==> src/rtl/ej3_pkg.sv <==
// Shared definitions for the EJ3 sequence detector: the 3-bit state encoding.
package ej3_pkg;

    typedef enum logic [2:0] {
        S0 = 3'd0,  // idle, no useful prefix
        S1 = 3'd1,  // seen "1"
        S2 = 3'd2,  // seen "10"
        S3 = 3'd3,  // seen "100"
        S4 = 3'd4   // seen "1001", detect
    } state_t;

endpackage

==> src/rtl/ej3a_fsm.sv <==
// Moore detector for the serial pattern 1001 on w, with overlap.
// out is decoded from the state register only.
module ej3a_fsm
    import ej3_pkg::*;
(
    input  logic clk,
    input  logic reset,
    input  logic w,
    output logic out
);

    state_t state;
    state_t state_next;

    always_ff @(posedge clk) begin
        if (reset)
            state <= S0;
        else
            state <= state_next;
    end

    always_comb begin
        state_next = S0;
        case (state)
            S0: state_next = w ? S1 : S0;
            S1: state_next = w ? S1 : S2;
            S2: state_next = w ? S1 : S3;
            S3: state_next = w ? S4 : S0;
            // The trailing 1 of a match doubles as the next prefix.
            S4: state_next = w ? S1 : S2;
            default: state_next = S0;
        endcase
    end

    assign out = (state == S4);

endmodule

==> config.mk <==
export PLATFORM = sky130hd
export DESIGN_NAME = ej3a_fsm
export DESIGN_NICKNAME = d
export VERILOG_FILES = /design/src/rtl/ej3_pkg.sv /design/src/rtl/ej3a_fsm.sv
export SDC_FILE = /design/constraint.sdc
export NUM_CORES = 1
export LEC_CHECK = 0
export ABC_AREA = 1
export BUFFER_PORTS_ARGS = -buffer_cell sky130_fd_sc_hd__buf_4
export CAP_MARGIN = 20
export CORE_AREA = 2 2 39 41
export CTS_BUF_LIST = sky130_fd_sc_hd__clkbuf_16
export CTS_CLUSTER_DIAMETER = 200
export CTS_CLUSTER_SIZE = 25
export DETAILED_ROUTE_END_ITERATION = 6
export DIE_AREA = 0 0 41 43
export GPL_TIMING_DRIVEN = 0
export HOLD_SLACK_MARGIN = 0.06
export PLACE_DENSITY = 0.3
export SLEW_MARGIN = 20
export SYNTH_ARGS = -nofsm -noshare
export SYNTH_HDL_FRONTEND = slang
export SYNTH_SLANG_ARGS = --single-unit
==> constraint.sdc <==
create_clock -name clk -period 0.8 [get_ports clk]
set_input_delay 0.04 -clock clk [delete_from_list [all_inputs] [get_ports clk]]
set_output_delay 0.04 -clock clk [all_outputs]
set_load 0.05 [all_outputs]
==> results.toml <==
[yosys]
syn_nets = 20
synth.distinct_cells = 8
synthSimpleGateAreaFrac_pct = 34.7
synthArstFlopShare_pct = 0
yosysSeqAreaShare_pct = 50.5
synth_edf_count = 0
syn-instance-count = 17
synth_ff_type = "dfxtp_1"
ys_ff_latch = 3
yosys.area_share.adder_pct = 0
synth_top_cell_by_area = "dfxtp_1"
synthXorXnorAreaFrac_pct = 0
synth_top_family_by_area = "simple AND/OR/NAND/NOR gates"
yosys_warnings = 0
synth.avg_cell_area_um2 = 6.99
synth_mux_area_share_pct = 0
synth_compound_area_share_pct = 8.42
synth_top_area_share_pct = 50.5
synthMostInstantiatedCell = "nor2_1"
netlist_area_um2 = 119
yosys-top-cells-count = "nor2_1, dfxtp_1, nand2_1"
synth_area_leaders = "dfxtp_1, nor2_1, nand2_1"

[clock_tree]
htreeDepth = 1
clk_latency_ns = 0.22
clock_sinks = 3
clockBufferDepth = 2
path_clk_slew_ns = 0.03
clock-root-buffer = "clkbuf_16"
cts_tree = "built"
cts_made_buffers = 3

[sta]
fmax_mhz = 1050
rsz0062_at_grt = "yes"
setup_viol = 3
period_needed_ns = 0.950
max-slew-margin-rel_pct = 90.7
worstMarginPinSlew_ns = 0.138
fin_crit_sh_pct = 119
slew_viol_final = 0
setup_ws_ns = -0.150
finClkSkew_ns = 0.00279
final-hold-violation-count = 0
whs_ns = 0.0966

[setup_path]
crit_path_start_kind = "flip-flop"
slowest_stage = "dfxtp_4"
arrival_ns = 0.91
crit_path_max_incr_delay_ns = 0.34
crit_buf_inv = 1
crit_path_end_kind = "output port"
cp_top_family = "flip-flops"
critPathMaxFanout = 2
path_cells = "nor3_4, buf_6"
r2r_slack_ns = -0.05
ff2ff_path_depth = 4
crit_type = "flip-flop to output port"
cp.depth = 2
cp.required_ns = 0.76

[power]
power.density_mw_per_mm2 = 3330
p_leak_nw = 0.128
ir_drop_mv = 1.21

[place]
dp_cells = 36
port_buffers = 3
hpwl_um = 193
gp_congestion = 0.532

[grt]
gr-usage-all-layers_pct = 4.71
grt_pass1_wl_um = 496
grt_pass1_vias = 135
antenna_found_initial = 0
grt_remaining_overflow = 0
grt_max_degree = 6

[min_path]
holdPathStages = 4
holdCritPathClass = "input pin to flip-flop"

[routing]
ant_nets = 0
dr.first_iter.drc_count = 6
routed_via_density = 3.16
finalWirelength_um = 284
vias = 136
route.detailed.drc = 0
firstDrtPassIters = 2
post_drt_wl_per_cell_um = 6.60

[layout]
largest_register_ffs = 3
largest_register = "state"
n_antenna_cell = 0
final_nets = 31
instances_no_fill = 43
n_fill_cell = 148
area_growth_pct = 145
drive_gt1_share_pct = 48.1
largestRegisters = "state: 3 flops"

[floorplan]
row_count = 14
io_pins = 4
dieWidth_um = 41
start_util_pct = 8.59
design.core.area_mm2 = 0.00138
chipHeight_um = 43
die-area_mm2 = 0.00176

[status]
violations = "negative setup slack"
status = "finished with violations"

[flow_run]
max_cap_viol_count = 0
worst register-to-register path, stage by stage (launching register included):
cell,delay (ns)
dfxtp_4,0.34
buf_4,0.15
a21oi_1,0.12
nand2_1,0.09
nor2_1,0.09
layout by cell type, fill, tap and decap left out:
cell / count
a21oi_1: 1
buf_4: 3
buf_6: 1
clkbuf_16: 3
dfxtp_2: 2
dfxtp_4: 1
dlygate4sd3_1: 2
inv_1: 2
inv_2: 1
nand2_1: 3
nand3_1: 1
nor2_1: 3
nor2_2: 1
nor3_1: 1
nor3_4: 1
o21ai_1: 1
per-layer routing:
layer	wire (µm)	track usage [%]	share of wire, %	vias up
li1	-	-	-	74
met2	98	4.69	35	6
met4	0	4.00	0	0
met5	0	0	0	-
met3	40	4.71	14	0
met1	144	5.45	51	56
layout make-up:
class                   count  area (µm²)  area share [%]
clock buffers               3        75.1            25.8
clock inverters             1        3.75            1.29
inverters                   2        7.51            2.58
multi-input cells          12        65.1            22.3
flip-flops and latches      3        66.3            22.7
well taps                  16        20.0            6.87
repair buffers              6        53.8            18.5
report_power, final:
group          internal, W  switching (W)
Combinational    0.0000226      0.0000166
Sequential        0.000156     0.00000865
Clock             0.000643       0.000125
Total             0.000822       0.000150
logic make-up after synthesis:
| family | Yosys count |
|---|---|
| AO/OA/AOI/OAI | 2 |
| AND/OR/NAND/NOR | 10 |
| flip-flops | 3 |
| buffers and inverters | 2 |
path summary, 6_finish.rpt:
check                                end     start
worst max register to register  state[1]  state[1]
worst min-delay path            state[0]     reset
worst max-delay path                 out  state[1]
worst min register to register  state[2]  state[0]
what timing repair did:
action,CTS,global route
cloned,0,0
hold buffers,2,0
endpoints found under the hold margin,2,0
setup buffers,1,0
gates resized for setup,4,1
pin swaps,1,0
setup endpoints to repair,1,3
stage by stage:
step	total power (W)	cell area [µm²]	TNS (ns)	utilization [%]	setup slack, ns
after global routing	0.00100	292	-0.414	21.1	-0.190
after global placement	0.000193	174	0	12.6	0.0272
after CTS	0.000984	289	-0.248	20.9	-0.159
final	0.000972	292	-0.247	21.1	-0.150
after detailed placement	0.000194	174	0	12.6	0.0156
after floorplan	0.000181	131	-0.0609	-	-0.0609
Power figures use the tool's default switching activity.
